## config.mk

```make
export PLATFORM = sky130hd
export DESIGN_NAME = mem_seq_ctrl
export DESIGN_NICKNAME = d
export VERILOG_FILES = /design/src/rtl/pcPkg.sv /design/src/rtl/mem_seq_timer.sv /design/src/rtl/mem_seq_ctrl.sv
export SDC_FILE = /design/constraint.sdc
export NUM_CORES = 1
export LEC_CHECK = 0
export BUFFER_PORTS_ARGS = -buffer_cell sky130_fd_sc_hd__buf_2
export CAP_MARGIN = 20
export CELL_PAD_IN_SITES_DETAIL_PLACEMENT = 1
export CELL_PAD_IN_SITES_GLOBAL_PLACEMENT = 1
export CORE_MARGIN = 8
export CORE_UTILIZATION = 35
export DETAILED_ROUTE_END_ITERATION = 12
export PLACE_DENSITY_LB_ADDON = 0.1
export SLEW_MARGIN = 20
export SYNTH_ARGS = -nofsm -noshare
export SYNTH_HDL_FRONTEND = slang
export SYNTH_HIERARCHICAL = 1
export SYNTH_SLANG_ARGS = --single-unit
export TNS_END_PERCENT = 50
```

## constraint.sdc

```tcl
create_clock -name clk -period 2.4 [get_ports clk]
set_input_delay 0.24 -clock clk [delete_from_list [all_inputs] [get_ports clk]]
set_output_delay 0.24 -clock clk [all_outputs]
set_load 0.01 [all_outputs]
```

## src/rtl/pcPkg.sv

```systemverilog
// pcPkg: PC/address-unit select encodings and the memory sequencer state type.
// MEM_SEQ_TIMEOUT_EN adds the ERR state used by the bus timeout.
`default_nettype none

package pcPkg;

  typedef enum logic [1:0] {
    PC_OLD = 2'd0,
    PC_P4  = 2'd1,
    PC_M4  = 2'd2,
    PC_ALU = 2'd3
  } pc_sel;

  typedef enum logic {
    MEM_PC  = 1'b0,
    MEM_ALU = 1'b1
  } mem_sel;

  typedef enum logic [2:0] {
    IDLE   = 3'd0,
    FETCH  = 3'd1,
    DECODE = 3'd2,
    EXEC   = 3'd3,
    MEM    = 3'd4,
    WB     = 3'd5,
    HALT   = 3'd6
`ifdef MEM_SEQ_TIMEOUT_EN
    ,
    ERR    = 3'd7
`endif
  } seq_state;

endpackage

`default_nettype wire

```

## src/rtl/mem_seq_timer.sv

```systemverilog
// mem_seq_timer: wait-cycle counter for one memory request; expired marks the
// last cycle the sequencer may still wait for an acknowledge.
`default_nettype none

module mem_seq_timer #(
  parameter int TIMEOUT_CYCLES = 16
) (
  input  logic clk,
  input  logic rst,
  input  logic clr,
  input  logic en,
  output logic expired
);

  localparam int W = (TIMEOUT_CYCLES > 2) ? $clog2(TIMEOUT_CYCLES) : 1;

  logic [W-1:0] count;

  always_ff @(posedge clk or negedge rst) begin
    if (!rst)
      count <= '0;
    else if (clr)
      count <= '0;
    else if (en)
      count <= count + W'(1);
  end

  assign expired = (count == W'(TIMEOUT_CYCLES - 1));

endmodule

`default_nettype wire

```

## src/rtl/mem_seq_ctrl.sv

```systemverilog
// mem_seq_ctrl: FETCH/DECODE/EXEC/MEM/WB sequencer driving the PC/address selects
// and the shared memory handshake. MEM_SEQ_TIMEOUT_EN enables the bus timeout.
`default_nettype none

module mem_seq_ctrl
  import pcPkg::*;
#(
  parameter int TIMEOUT_CYCLES = 16
) (
  input  logic       clk,
  input  logic       rst,
  input  logic       halt,
  input  logic       is_load,
  input  logic       is_store,
  input  logic       take_pc,
  input  logic       replay,
  input  logic       mem_ack,
  output logic [1:0] pc_sel,
  output logic       mem_sel,
  output logic       mem_req,
  output logic       mem_we,
  output logic       ir_load,
  output logic       rf_we,
  output logic       retired,
  output logic       halted,
  output logic       bus_err
);

  if (TIMEOUT_CYCLES < 2) begin : g_bad_timeout
    $error("TIMEOUT_CYCLES must be at least 2");
  end

  seq_state state, nxt;
  seq_state after_retire;
  logic     st_flag;
  logic     expired;

  always_ff @(posedge clk or negedge rst) begin
    if (!rst)
      state <= IDLE;
    else
      state <= nxt;
  end

  // Decoder inputs are only valid in EXEC, so the access type is held for MEM.
  always_ff @(posedge clk or negedge rst) begin
    if (!rst)
      st_flag <= 1'b0;
    else if (state == EXEC && nxt == MEM)
      st_flag <= is_store;
  end

`ifdef MEM_SEQ_TIMEOUT_EN
  logic tmr_clr, tmr_en;
  assign tmr_clr = (nxt != state) && (nxt == FETCH || nxt == MEM);
  assign tmr_en  = mem_req && !mem_ack;

  mem_seq_timer #(
    .TIMEOUT_CYCLES(TIMEOUT_CYCLES)
  ) u_timer (
    .clk     (clk),
    .rst     (rst),
    .clr     (tmr_clr),
    .en      (tmr_en),
    .expired (expired)
  );
`else
  assign expired = 1'b0;
`endif

  assign after_retire = halt ? HALT : FETCH;

  always_comb begin
    nxt     = state;
    pc_sel  = PC_OLD;
    mem_sel = MEM_PC;
    mem_req = 1'b0;
    mem_we  = 1'b0;
    ir_load = 1'b0;
    rf_we   = 1'b0;
    retired = 1'b0;
    halted  = 1'b0;
    bus_err = 1'b0;
    case (state)
      IDLE: nxt = after_retire;
      FETCH: begin
        mem_req = 1'b1;
        if (mem_ack) begin
          ir_load = 1'b1;
          pc_sel  = PC_P4;
          nxt     = DECODE;
        end
`ifdef MEM_SEQ_TIMEOUT_EN
        else if (expired) nxt = ERR;
`endif
      end
      DECODE: nxt = EXEC;
      EXEC: begin
        if (replay) begin
          pc_sel = PC_M4;
          nxt    = after_retire;
        end else if (take_pc) begin
          pc_sel  = PC_ALU;
          retired = 1'b1;
          nxt     = after_retire;
        end else if (is_load || is_store) begin
          nxt = MEM;
        end else begin
          rf_we   = 1'b1;
          retired = 1'b1;
          nxt     = after_retire;
        end
      end
      MEM: begin
        mem_req = 1'b1;
        mem_sel = MEM_ALU;
        mem_we  = st_flag;
        if (mem_ack) begin
          retired = st_flag;
          nxt     = st_flag ? after_retire : WB;
        end
`ifdef MEM_SEQ_TIMEOUT_EN
        else if (expired) nxt = ERR;
`endif
      end
      WB: begin
        rf_we   = 1'b1;
        retired = 1'b1;
        nxt     = after_retire;
      end
      HALT: begin
        halted = 1'b1;
        if (!halt) nxt = FETCH;
      end
`ifdef MEM_SEQ_TIMEOUT_EN
      ERR: begin
        halted  = 1'b1;
        bus_err = 1'b1;
      end
`endif
      default: nxt = IDLE;
    endcase
  end

  logic unused_expired;
  assign unused_expired = expired;

endmodule

`default_nettype wire
```

==> reports/qor.yml, run 1 <==
status: "completed"
ios: 18
period_needed_ps: 1768
post_route_cells_drive_above_1_share_pct: 31.33
cts_sinks: 4
drt_iter0_markers: 7
synthCells: 69
dp_slack_ps: 892.2
hold_viol_final: 0
drcViolationCount: 0
synth_ff_type: "dfrtp_1"
fin_util_pct: 44.92
port_buffers: 16
crit_slowest_cell: "dfrtp_1"
wire_per_inst_um: 14.26
min_path_cells: 3
grt_pass1_wl_um: 2352
rsz0062_at_grt: "false"
power.internal_uw: 368.8
min-delay-start: "is_store"
worstPathRequired_ps: 2160
hp-class: "input pin to flop"
cts_resized: 0
h-tree-depth: 1
grt_overflow: 0
tightest_slew_ps: 566.0
power.share.clock_pct: 10.8
num_antenna_cells: 0
grt_pass1_vias: 557
ys_seq_area_share_pct: 20.05
synth.most_common_cell: "nor2_1"
comb_power_share_pct: 58.9
crit_type: "flop to output pin"
p_sw_uw: 366.8
via_count: 523
cts_setup_buffers: 0
finClkSkew_ps: 2.804
yosysWarnings: 6
final_antenna_net_count: 0
crit_start: "state[1]"
synth.avg_cell_area_um2: 7.235
setup_tns_ps: 0
viasPerCell: 5.337
endpoint_kind: "output pin"
cp_top_family: "flip-flops"
die_y_um: 53.77
nets: 93
dr.pass1.iters: 4
synth_fp_nets: 77
yosysTopAreaCell: "dfrtp_1"
insertion_delay_ps: 230
switching_share_pct: 49.87
path_cells: "nor2b_4, nand3_1, a21boi_1, buf_2"
wl_um: 1397
synthArstFlopShare_pct: 100.0
leakage_uw: 0.0002789
crit_buf_inv: 1
dp_hpwl_um: 1062
placementRows: 13
slew_headroom_pct: 62.27
power_density_nw_per_um2: 1243
critPathMaxStageDelay_ps: 570
synth-seq-cells: 4
seq_power_share_pct: 30.3
min_to: "st_flag"
slew_violations: 0
clock-root-buffer: "clkbuf_4"
crit_fanout: 13
start_util_pct: 37.89
worstReg2RegStart: "state[1]"
numCtsBuffers: 3
r2r_slack_ps: 960
grt_usage_pct: 10.31
syn_area_um2: 499.2
synth_edf_count: 0
coreArea_um2: 1318
clk_pin_slew_ps: 40
period_share_pct: 73.67
antenna_found_initial: 0
die-area_um2: 2891
ys_top_cells_by_area: "dfrtp_1 (20%), nor2_1 (7.5%), a21oi_1 (7.0%)"
area_growth_syn_to_layout_pct: 18.55
worst_slack_ps: 631.9
start_kind: "flop"
setup_viol: 0
drv_cap: 0
synth.distinct_cells: 30
place_congestion: 0.6925
fp.dieW_um: 53.77
irDropWorstVdd_mv: 0.7172
grt_max_degree: 19
synthTopCellsByCount: "nor2_1 (10), a21oi_1 (7), nand2b_1 (5)"
cts.path.max_buffers: 2
cp.arrival_ps: 1530
fmax_mhz: 565.6
cts_tree: "yes"
r2r-end: "st_flag"
r2r_cells: 4
yosysTopAreaCellShare_pct: 20.05
-- flip-flops by register name (all words and copies together) (netlist names) --
name / cells
state: 3
st_flag: 1
-- area by class of cell --
| type | count | area [um2] |
|---|---|---|
| tap | 15 | 18.77 |
| inverter | 3 | 11.26 |
| sequential | 4 | 100.1 |
| clock buffer | 3 | 22.52 |
| timing repair buffer | 17 | 90.09 |
| fill | 183 | 725.7 |
| multi-input combinational | 56 | 349.1 |
-- layer usage --
metal,track usage (%),up-vias,wire [um]
met1,13.75,243,686
li1,-,272,-
met2,16.02,8,651
met4,3.782,0,0
met5,0,-,0
met3,1.928,0,59
-- power groups by stage --
stage               clock network (uW)  logic, uW  registers (uW)
finish                            79.3        433             223
global route                      88.0        483             238
CTS                               83.2        441             225
detailed placement                   0        437             225
global placement                     0        433             224
floorplan                            0        428             130
-- cells in the final DEF, fill, tap and decap left out --
master         Yosys  routed
buf_2              4      16
a2bb2oi_1          1       1
a21oi_2            2       2
o21ai_1            2       2
o21ai_0            2       2
o221ai_2           1       1
and2b_1            1       1
a21oi_1            7       7
clkbuf_4           0       3
o22ai_1            2       2
o211ai_1           2       2
a211o_1            1       1
nand2b_1           5       5
conb_1             1       1
a221oi_2           1       1
nor2_1            10      10
nand3_1            3       3
a31oi_1            1       1
nor2b_4            1       1
dlygate4sd3_1      0       1
inv_1              3       3
nor3_1             2       2
a21boi_1           1       1
o31ai_2            1       1
dfrtp_1            4       4
and2_1             1       1
mux2i_1            1       1
nand2_1            4       4
o211ai_2           1       1
and3_1             2       2
-- how the worst max path moves through the flow --
stage          slack (ps)  depth (start not counted)  endpoint
6_report              630                          4     rf_we
5_1_grt               510                          4   retired
4_1_cts               630                          4     rf_we
3_5_place_dp          890                          4     rf_we
3_3_place_gp          870                          4   retired
2_1_floorplan        1190                          3   mem_req
-- logic make-up after synthesis --
| kind of cell | after synthesis | share of synthesized area, % |
|---|---|---|
| simple gates | 29 | 29.82 |
| compound gates | 25 | 37.34 |
| buf+inv | 9 | 10.03 |
| flops | 4 | 20.05 |
| mux | 1 | 2.005 |
| other cells | 1 | 0.7512 |
-- per-stage QoR --
step	power, uW	cell area, um2	hold slack [ps]	instances
6_report	735.6	591.8	266.3	98
3_5_place_dp	661.8	559.3	45.80	94
3_3_place_gp	657.0	559.3	45.81	94
5_1_grt	809.6	591.8	288.4	98
2_1_floorplan	557.5	499.2	-55.59	69
4_1_cts	748.7	591.8	266.6	98
-- worst min-delay path: stages --
cell	delay, ps
buf_2	90
nand3_1	70
o211ai_2	60
-- timing repair --
item	4_1_cts	5_1_grt
endpoints found under the hold margin	4	0
setup endpoints to repair	0	0
hold buffers	1	0
Power figures use the tool's default switching activity.
==> run 2, diff against run 1 <==
--- a/config.mk
+++ b/config.mk
@@ -5,12 +5,13 @@
 export SDC_FILE = /design/constraint.sdc
 export NUM_CORES = 1
 export LEC_CHECK = 0
+export ABC_AREA = 1
 export BUFFER_PORTS_ARGS = -buffer_cell sky130_fd_sc_hd__buf_2
 export CAP_MARGIN = 20
 export CELL_PAD_IN_SITES_DETAIL_PLACEMENT = 1
 export CELL_PAD_IN_SITES_GLOBAL_PLACEMENT = 1
 export CORE_MARGIN = 8
-export CORE_UTILIZATION = 35
+export CORE_UTILIZATION = 31
 export DETAILED_ROUTE_END_ITERATION = 12
 export PLACE_DENSITY_LB_ADDON = 0.1
 export SLEW_MARGIN = 20
==> constraint.sdc (replaced) <==
create_clock -name clk -period 1.9 [get_ports clk]
set_input_delay 0.19 -clock clk [delete_from_list [all_inputs] [get_ports clk]]
set_output_delay 0.19 -clock clk [all_outputs]
set_load 0.01 [all_outputs]
==> run 2 against run 1 <==
Against the previous run:
- via count grew 12%
- sequential power is 3% lower
- first-iteration DRC count is 14% lower
- final cell count is 15% higher
- wire length rose by 6.9%
- power up 13%
- critical path type unchanged
- critical endpoint is now pc_sel[0]
- largest cell class unchanged
- largest power group unchanged
==> reports/qor.yml, run 2 <==
status: "completed"
post_route_cells_drive_above_1_share_pct: 31.96
multi_input_area_um2: 304.0
place_congestion: 0.7368
nets: 107
insertion_delay_ps: 230
fmax_mhz: 580.6
drt_iter0_markers: 6
largest_register_ffs: 3
largest_register: "state"
via_count: 588
slew_violations: 0
drcViolationCount: 0
clk_pin_slew_ps: 40
top_regs: "state (3), st_flag (1)"
start_util_pct: 33.17
ys_top_cells_by_area: "dfrtp_1 (20%), nand2_1 (13%), inv_1 (8.9%)"
crit_type: "flop to output pin"
wire_per_inst_um: 13.22
fill_cells: 222
power_density_nw_per_um2: 1390
clock-root-buffer: "clkbuf_4"
synth_edf_count: 0
grt_pass1_wl_um: 2670
port_buffers: 16
fin_area_um2: 596.8
synth_fp_nets: 89
numCtsBuffers: 3
worstPathRequired_ps: 1710
coreArea_um2: 1524
irDropWorstVdd_mv: 0.6107
placed_area_um2: 564.3
yosysTopAreaCell: "dfrtp_1"
yosysWarnings: 6
synthTopCellsByCount: "nand2_1 (17), inv_1 (12), nor2_1 (10), nand3_1 (8), nand4_1 (6)"
antenna_found_initial: 0
endpoint_kind: "output pin"
final_common_cell: "nand2_1"
die-area_um2: 3179
num_antenna_cells: 0
finClkSkew_ps: 0.5696
drv_cap: 0
hold_viol_final: 0
grt_pass1_vias: 590
synth.avg_cell_area_um2: 6.241
placementRows: 14
period_needed_ps: 1723
mostFrequentLayoutCells: "nand2_1 (17), buf_2 (16), inv_1 (12), nor2_1 (10), nand3_1 (8)"
final_antenna_net_count: 0
grt_usage_pct: 9.891
synth_ff_type: "dfrtp_1"
cts.path.max_buffers: 2
hp-class: "input pin to flop"
viasPerCell: 5.204
ios: 18
cp.arrival_ps: 1530
crit_fanout: 8
ys_seq_area_share_pct: 19.80
dr.pass1.iters: 4
synthArstFlopShare_pct: 100.0
r2r_slack_ps: 480
synth-seq-cells: 4
setup_viol: 0
cts_sinks: 4
grt_overflow: 0
synthCells: 81
grt_max_degree: 10
leakage_uw: 0.0003585
setup_tns_ps: 0
synth.most_common_cell: "nand2_1"
dp_hpwl_um: 1304
h-tree-depth: 1
cts_resized: 0
seq_area_um2: 100.1
syn_area_um2: 505.5
rsz0062_at_grt: "false"
yosysTopAreaCellShare_pct: 19.80
die_y_um: 56.38
cts_tree: "yes"
wl_um: 1494
finalPower_uw: 829.6
fp.dieW_um: 56.38
area_growth_syn_to_layout_pct: 18.07
start_kind: "flop"
period_share_pct: 90.66
synth.distinct_cells: 22
run 2: changes by cell type after synthesis, moves of 5 or more:
cell      delta
nand3_1      +5
a21oi_1      -7
inv_1        +9
nand2_1     +13
nand4_1      +6
nand2b_1     -5
run 2: metal layers:
metal | GRT usage [%] | routed length [um]
met1 | 11.52 | 678
met2 | 16.96 | 753
met3 | 3.371 | 62
met4 | 2.062 | 0
met5 | 0 | 0
run 2: path summary, 6_finish.rpt:
kind,endpoint,cells past startpoint,startpoint
min in group asynchronous,state[2],2,rst
max in group asynchronous,st_flag,2,rst
max reg2reg,st_flag,7,state[1]
min reg2reg,st_flag,2,st_flag
min,st_flag,3,is_store
max,pc_sel[0],5,state[1]
run 2: worst max-delay path, stage by stage (launching register included):
cell	delay (ps)
dfrtp_1	540
nand2_2	90
nor2_2	200
inv_2	100
o31ai_1	200
buf_2	170
run 2: timing repair:
action	in CTS	in global routing
hold buffers	1	0
buffers inserted	0	0
hold endpoints to repair	4	0
run 2: metrics by stage:
stage                     util [%]  worst slack [ps]  hold WS, ps  instances
final                        39.16             177.5        247.1        113
after global routing         39.16             42.61        265.4        113
after CTS                    39.16             147.6        244.8        113
after detailed placement     37.03             401.1       -1.642        109
after global placement       37.03             399.8       -5.219        109
after floorplan                  -             605.8       -105.6         81
run 2: power by group:
group | switching [uW] | leakage, uW | internal [uW] | total, uW
sequential | 87.8 | 0.0000494 | 128 | 216
combinational | 329 | 0.000295 | 181 | 510
clock | 33.3 | 0.0000138 | 70.6 | 104
run 2: kinds of logic (layout without fill, tap and decap cells):
group,count (synthesis),count (layout),synth area share [%]
other,1,1,0.7419
buffers and inverters,20,36,20.05
AO/OA/AOI/OAI,7,7,10.64
flip-flops,4,4,19.80
AND/OR/NAND/NOR,49,49,48.77
run 2: layout make-up:
| type | count | area share, % |
|---|---|---|
| tap | 16 | 3.354 |
| timing repair buffer | 17 | 15.09 |
| sequential | 4 | 16.77 |
| clock buffer | 3 | 3.774 |
| inverter | 16 | 10.06 |
| multi-input combinational | 57 | 50.94 |
